### config.mk
export PLATFORM = sky130hd
export DESIGN_NAME = opfb_fir_cfg_hls_deadlock_mon_param_flat
export DESIGN_NICKNAME = d
export VERILOG_FILES = /design/src/rtl/opfb_fir_cfg_hls_deadlock_mon_param_if.sv /design/src/rtl/opfb_fir_cfg_hls_deadlock_mon_param.sv /design/src/flat_wrapper.sv
export SDC_FILE = /design/constraint.sdc
export NUM_CORES = 1
export LEC_CHECK = 0
export CAP_MARGIN = 5
export CORE_MARGIN = 1.5
export CORE_UTILIZATION = 50
export DETAILED_ROUTE_END_ITERATION = 8
export PLACE_DENSITY = 0.84
export SLEW_MARGIN = 0
export SYNTH_ARGS = -nofsm -noshare
export SYNTH_HDL_FRONTEND = slang
export SYNTH_SLANG_ARGS = --single-unit
### constraint.sdc
create_clock -name clock -period 3.8 [get_ports clock]
set_input_delay 0.57 -clock clock [delete_from_list [all_inputs] [get_ports clock]]
set_output_delay 0.57 -clock clock [all_outputs]
set_load 0.05 [all_outputs]
### src/rtl/opfb_fir_cfg_hls_deadlock_mon_param_if.sv
// -----------------------------------------------------------------------------
// opfb_fir_cfg_hls_deadlock_mon_param_if
//   Bundles the observation flags and deadlock report of the OPFB FIR config
//   path deadlock monitor.
//   master : the dataflow side. It drives the block, idle and clear flags and
//            reads back the report.
//   slave  : the monitor. It reads the flags and drives the report.
//   Signals
//     axis_block_sigs [N_AXIS] : AXIS channel i stalled this cycle
//     inst_idle_sigs  [N_INST] : sub-instance j idle
//     inst_block_sigs [N_INST] : sub-instance j internal block
//     clear                    : synchronous clear of latched state
//     axis_block_info [N_AXIS] : channels taking part in the detected deadlock
//     block                    : deadlock detected
//     first_axis_idx  [IDX_W]  : lowest blocked channel at BLOCKED entry
//     block_events    [EVT_W]  : saturating count of BLOCKED entries
// -----------------------------------------------------------------------------
interface opfb_fir_cfg_hls_deadlock_mon_param_if #(
  parameter int N_AXIS = 4,
  parameter int N_INST = 2,
  parameter int IDX_W  = 2,
  parameter int EVT_W  = 8
);
  logic [N_AXIS-1:0] axis_block_sigs;
  logic [N_INST-1:0] inst_idle_sigs;
  logic [N_INST-1:0] inst_block_sigs;
  logic              clear;
  logic [N_AXIS-1:0] axis_block_info;
  logic              block;
  logic [IDX_W-1:0]  first_axis_idx;
  logic [EVT_W-1:0]  block_events;

  modport master (
    output axis_block_sigs, inst_idle_sigs, inst_block_sigs, clear,
    input  axis_block_info, block, first_axis_idx, block_events
  );

  modport slave (
    input  axis_block_sigs, inst_idle_sigs, inst_block_sigs, clear,
    output axis_block_info, block, first_axis_idx, block_events
  );
endinterface

### src/rtl/opfb_fir_cfg_hls_deadlock_mon_param.sv
// -----------------------------------------------------------------------------
// opfb_fir_cfg_hls_deadlock_mon_param
//   Deadlock monitor for an HLS dataflow region. A deadlock candidate is any
//   AXIS or sub-instance block flag while not all sub-instances are idle. It is
//   reported as a deadlock only after it has persisted HOLD_CYCLES cycles.
//   Ports
//     clock   : rising-edge clock
//     reset_n : asynchronous active-low reset
//     bus     : slave modport of opfb_fir_cfg_hls_deadlock_mon_param_if
//               (flags in, block/mask/index/event-count out)
// -----------------------------------------------------------------------------
module opfb_fir_cfg_hls_deadlock_mon_param #(
  parameter int N_AXIS      = 4,
  parameter int N_INST      = 2,
  parameter int HOLD_CYCLES = 16,
  parameter int CNT_W       = 8,
  parameter int EVT_W       = 8,
  parameter bit STICKY      = 1'b1,
  parameter int IDX_W       = 2
) (
  input  logic                                        clock,
  input  logic                                        reset_n,
  opfb_fir_cfg_hls_deadlock_mon_param_if.slave        bus
);

  typedef enum logic [1:0] {
    S_IDLE    = 2'd0,
    S_SUSPECT = 2'd1,
    S_BLOCKED = 2'd2
  } state_t;

  localparam logic [CNT_W-1:0] HOLD_LAST = CNT_W'(HOLD_CYCLES - 1);

  state_t            state_q, state_d;
  logic [CNT_W-1:0]  hold_cnt_q, hold_cnt_d;
  logic [N_AXIS-1:0] mask_q, mask_d;
  logic [IDX_W-1:0]  idx_q, idx_d;
  logic [EVT_W-1:0]  evt_q, evt_d;

  logic              cand;
  logic              enter;
  logic [IDX_W-1:0]  low_idx;

  // All-idle sub-instances mean the region finished: block flags are stale then.
  assign cand = (|bus.axis_block_sigs | |bus.inst_block_sigs) & ~(&bus.inst_idle_sigs);

  // Lowest set channel; scanning downwards lets the lowest index win last.
  always_comb begin
    low_idx = '0;
    for (int i = N_AXIS - 1; i >= 0; i--) begin
      if (bus.axis_block_sigs[i]) low_idx = IDX_W'(i);
    end
  end

  always_comb begin
    // NOTE: every variable gets a default first so no path leaves it unassigned (no latches).
    state_d    = state_q;
    hold_cnt_d = hold_cnt_q;
    mask_d     = mask_q;
    idx_d      = idx_q;
    evt_d      = evt_q;
    enter      = 1'b0;

    unique case (state_q)
      S_IDLE: begin
        if (cand) begin
          if (HOLD_CYCLES == 1) begin
            state_d = S_BLOCKED;
            enter   = 1'b1;
          end else begin
            state_d    = S_SUSPECT;
            hold_cnt_d = CNT_W'(1);
          end
        end
      end
      S_SUSPECT: begin
        if (!cand) begin
          state_d    = S_IDLE;
          hold_cnt_d = '0;
        end else if (hold_cnt_q == HOLD_LAST) begin
          state_d = S_BLOCKED;
          enter   = 1'b1;
        end else begin
          hold_cnt_d = hold_cnt_q + CNT_W'(1);
        end
      end
      S_BLOCKED: begin
        if (STICKY) begin
          mask_d = mask_q | bus.axis_block_sigs;
        end else if (!cand) begin
          state_d    = S_IDLE;
          hold_cnt_d = '0;
        end else begin
          mask_d = bus.axis_block_sigs;
        end
      end
      default: begin
        state_d    = S_IDLE;
        hold_cnt_d = '0;
      end
    endcase

    if (enter) begin
      mask_d = bus.axis_block_sigs;
      idx_d  = low_idx;
      evt_d  = (&evt_q) ? evt_q : evt_q + EVT_W'(1);
    end

    // Clear wins over everything, including a same-cycle BLOCKED entry.
    if (bus.clear) begin
      state_d    = S_IDLE;
      hold_cnt_d = '0;
      mask_d     = '0;
      idx_d      = '0;
      evt_d      = '0;
    end
  end

  always_ff @(posedge clock or negedge reset_n) begin
    if (!reset_n) begin
      state_q    <= S_IDLE;
      hold_cnt_q <= '0;
      mask_q     <= '0;
      idx_q      <= '0;
      evt_q      <= '0;
    end else begin
      // NOTE: non-blocking assignments so every flop samples pre-edge values.
      state_q    <= state_d;
      hold_cnt_q <= hold_cnt_d;
      mask_q     <= mask_d;
      idx_q      <= idx_d;
      evt_q      <= evt_d;
    end
  end

  // Decoded straight from flops, so reset clears them without a clock edge.
  assign bus.block           = (state_q == S_BLOCKED);
  assign bus.axis_block_info = bus.block ? mask_q : '0;
  assign bus.first_axis_idx  = idx_q;
  assign bus.block_events    = evt_q;

endmodule

### src/flat_wrapper.sv
// flat-port wrapper written by rule: the top's interface ports become plain ports
module opfb_fir_cfg_hls_deadlock_mon_param_flat 
#(
  parameter int N_AXIS      = 4,
  parameter int N_INST      = 2,
  parameter int HOLD_CYCLES = 16,
  parameter int CNT_W       = 8,
  parameter int EVT_W       = 8,
  parameter bit STICKY      = 1'b1,
  parameter int IDX_W       = 2
)
  (clock, reset_n, bus_axis_block_sigs, bus_inst_idle_sigs, bus_inst_block_sigs, bus_clear, bus_axis_block_info, bus_block, bus_first_axis_idx, bus_block_events);
  opfb_fir_cfg_hls_deadlock_mon_param_if #(.N_AXIS(N_AXIS), .N_INST(N_INST), .IDX_W(IDX_W), .EVT_W(EVT_W)) bus_i ();
  input  logic clock;
  input  logic reset_n;
  input wire logic [$bits(bus_i.axis_block_sigs)-1:0] bus_axis_block_sigs;
  input wire logic [$bits(bus_i.inst_idle_sigs)-1:0] bus_inst_idle_sigs;
  input wire logic [$bits(bus_i.inst_block_sigs)-1:0] bus_inst_block_sigs;
  input wire logic [$bits(bus_i.clear)-1:0] bus_clear;
  output wire logic [$bits(bus_i.axis_block_info)-1:0] bus_axis_block_info;
  output wire logic [$bits(bus_i.block)-1:0] bus_block;
  output wire logic [$bits(bus_i.first_axis_idx)-1:0] bus_first_axis_idx;
  output wire logic [$bits(bus_i.block_events)-1:0] bus_block_events;
  assign bus_i.axis_block_sigs = bus_axis_block_sigs;
  assign bus_i.inst_idle_sigs = bus_inst_idle_sigs;
  assign bus_i.inst_block_sigs = bus_inst_block_sigs;
  assign bus_i.clear = bus_clear;
  assign bus_axis_block_info = bus_i.axis_block_info;
  assign bus_block = bus_i.block;
  assign bus_first_axis_idx = bus_i.first_axis_idx;
  assign bus_block_events = bus_i.block_events;
  opfb_fir_cfg_hls_deadlock_mon_param #(.N_AXIS(N_AXIS), .N_INST(N_INST), .HOLD_CYCLES(HOLD_CYCLES), .CNT_W(CNT_W), .EVT_W(EVT_W), .STICKY(STICKY), .IDX_W(IDX_W)) u_core (.clock(clock), .reset_n(reset_n), .bus(bus_i));
endmodule
==> impl_results.md <==
- Fmax: 0.380 GHz
- Final Hold Viols: 0
- Gr usage total: about 22%
- Worst-path cell chain: nor2b_1, and2_1, clkdlybuf4s50_1
- Commonest cells post-synth: 24 x dfrtp_1, 15 x nand3_1, 13 x a21oi_1
- Setup WS post-layout: 1170 ps
- Asr flop ratio synth: 100%
- Status: finished with violations
- Core Region: ~0.0028 mm²
- Most frequent cell after synthesis: dfrtp_1
- Critical path's largest stage delay: roughly 790 ps
- Drt pass-1 iters: 8
- Mean post-synth cell area: about 9.4 µm²
- Design Area, Final: between 0.0015 and 0.002 mm²
- Yosys warns: 0
- Fin Setup TNS: 0 ps
- Final Skew: approximately 3.1 ps
- Routed WL per cell: around 17 µm
- Hold Buf Count CTS: 0
- R2R cell count: 5
- Post-synth net total: roughly 170
- Total gr overflow: 0
- Lkg Pwr: 0.000670 µW
- Top cell type's share of synthesized area: about 40%
- GPL Wtd Cong: ~0.89
- Via density: approximately 6.5
- DRC Markers: 2
- Final Setup Violations: 0
- Vias: roughly 1,400
- Slew Limit Fails: 0
- Nets: between 150 and 200
- Fraction of layout cells with a size suffix above 1: approximately a tenth
- CP Data Required Time: 3230 ps
- Post-Layout Cell Count: between 200 and 250
- Area growth, synth to finish: 18.7%
- Worst slew margin: 27.9%
- Cells after Synth: about 160
- Type of the worst min-delay path: reg -> reg
- Max_cap viols: 0
- Post-CTS Setup Bufs: 0
- ANT nets after route: 0
- Worst Setup SP: u_core.state_q[0]
- IO Port Bufs: 25
- Max Root-Sink Buffers: 2
- Arrival time worst endpoint: around 2100 ps
- CTS H-tree depth: 1
- DP HPWL: between 2 and 3 mm
- Inst Count DP: around 210
- Sequential area share after synthesis: approximately two fifths
- Tightest Pin Transition: 1080 ps
- Inserted Clock Buffers: 3
- # diodes: 0
- Ports: 26
- Worst path depth: 3
- Failing checks: design-rule violations
- CP max-delay cell: clkdlybuf4s50_1
- Part of the cycle the worst path needs: 69.2%
- RSZ-0062 raised after global routing: false
- Cell class contributing the biggest share of worst-path delay: buffers and inverters
- Synth Register Bits: 24
- Peak supply drop: about 0.14 mV
- CP bufs+invs: 1
- Synth Cell Area: between 0.0015 and 0.002 mm²
- Largest net degree at the start of global routing: 34
- Main synth FF type: dfrtp_1
- Routed wire length: between 3 and 4 mm
- Die Y: 58.0 µm
- Cts repair resizes: 0
- Top post-synthesis cells by area: dfrtp_1 40%, nand3_1 5.0%, a21oi_1 4.3%
- Reg2reg start: u_core.hold_cnt_q[0]
- Crit-path max FO: 6
- Clock slew seen by the registers of the worst setup and hold paths: ~140 ps
- CP Launch Type: register
- Initial Util: a little over half
- Dpl cell area: around 0.0018 mm²
- Synth unique cells: 44
- Later-pin clock latency in the skew report: around 320 ps
- Pre-CTS setup slack: 1220 ps
- Reg2reg setup slack: approximately 1700 ps
- First-pass GRT wire length: between 5 and 6 mm
- Drt first-iter violations: 49
- DIE AREA: around 0.0034 mm²
- CTS root buf: clkbuf_4
- Post-synth EDFFs: 0
- FP Rows: 19
- Vias in the first global route: 1,302
- Initial antenna violation count: 0
- Critical path type: reg -> out
- Tmin final: 2630 ps
- Critical path endpoint: bus_axis_block_info[0]
- CTS Sinks: 24
- CTS tree: built
- CP Capture Type: output port
- Pwr Density: between 200 and 250 mW/mm²
- Die width: between 50 and 60 µm
- Area leader, netlist: dfrtp_1
- Reg2reg end: u_core.bus.first_axis_idx[0]
state kept, by name, indices dropped and copies added, names as in the netlist:
name	count
u_core.bus.block_events	8
u_core.bus.first_axis_idx	2
u_core.hold_cnt_q	8
u_core.mask_q	4
u_core.state_q	2
placed cells by master, fill, tap and decap left out, drive strengths merged, types with 2 or more instances in the layout:
cell,netlist,routed
and4,2,2
a21o,3,3
nand4,3,3
inv,7,7
o31ai,2,2
clkdlybuf4s50,0,25
a211o,2,2
dfrtp,24,24
o21ai,9,9
nor2,11,11
a311oi,2,2
ha,2,2
o211ai,2,2
nand3,16,16
and3,2,2
clkbuf,5,4
nand2b,4,4
nor3,5,5
a31oi,3,3
a21oi,14,14
nand2,3,3
o32ai,4,4
nor2b,4,4
nand4b,2,2
mux2,4,4
nor4,8,8
or4,4,4
and2,4,4
worst min path at each step:
| stage | slack [ps] | to | from | cells past startpoint |
|---|---|---|---|---|
| finish | 550 | u_core.mask_q[3] | u_core.mask_q[3] | 2 |
| global route | 580 | u_core.mask_q[3] | u_core.mask_q[3] | 2 |
| CTS | 560 | u_core.mask_q[3] | u_core.mask_q[3] | 2 |
| detailed placement | 540 | u_core.mask_q[3] | u_core.mask_q[3] | 2 |
| global placement | 520 | u_core.mask_q[0] | u_core.mask_q[0] | 2 |
| floorplan | 270 | u_core.bus.block_events[0] | reset_n | 0 |
worst register-to-register path, stage by stage (launching register included):
cell,delay (ps)
dfrtp_1,470
ha_1,270
and3_1,220
nand2_1,310
or4_1,610
a21oi_1,170
cell type report:
type                    instances  area, µm²
well taps                      31       38.8
repair buffers                 26        258
flip-flops and latches         24        601
inverters                       7       26.3
clock buffers                   4       36.3
multi-input cells             121        836
fillers                       247       1010
logic make-up (layout without fill, tap and decap cells):
| kind of cell | after synthesis | count (layout) | share of synthesized area, % |
|---|---|---|---|
| buffers and inverters | 16 | 37 | 5.05 |
| AOI/OAI and AO/OA | 45 | 45 | 19.6 |
| adders and majority gates | 2 | 2 | 1.65 |
| DFF | 24 | 24 | 39.7 |
| muxes | 4 | 4 | 2.98 |
| and+or+nand+nor | 70 | 70 | 31.0 |
per-layer routing:
layer	global-route usage (%)	up-vias	routed length (µm)
met5	0	-	0
li1	-	650	-
met4	8.97	0	36
met2	38.6	52	1860
met1	27.3	679	1530
met3	3.13	4	200
power breakdown:
group          total (µW)  leakage [µW]  internal [µW]  switching, µW
logic                49.2      0.000318           18.0           31.2
registers             261      0.000332            258           3.01
clock network         138     0.0000210           58.6           79.5
total                 448      0.000670            334            114
per-stage QoR:
step	total power, µW	utilization (%)	hold WS [ps]
2_1_floorplan	290	-	274
3_3_place_gp	312	62.7	524
3_5_place_dp	314	62.7	538
4_1_cts	451	64.0	557
5_1_grt	464	64.0	577
6_report	448	64.0	551
Note: power is estimated with default switching activity, not from simulation.
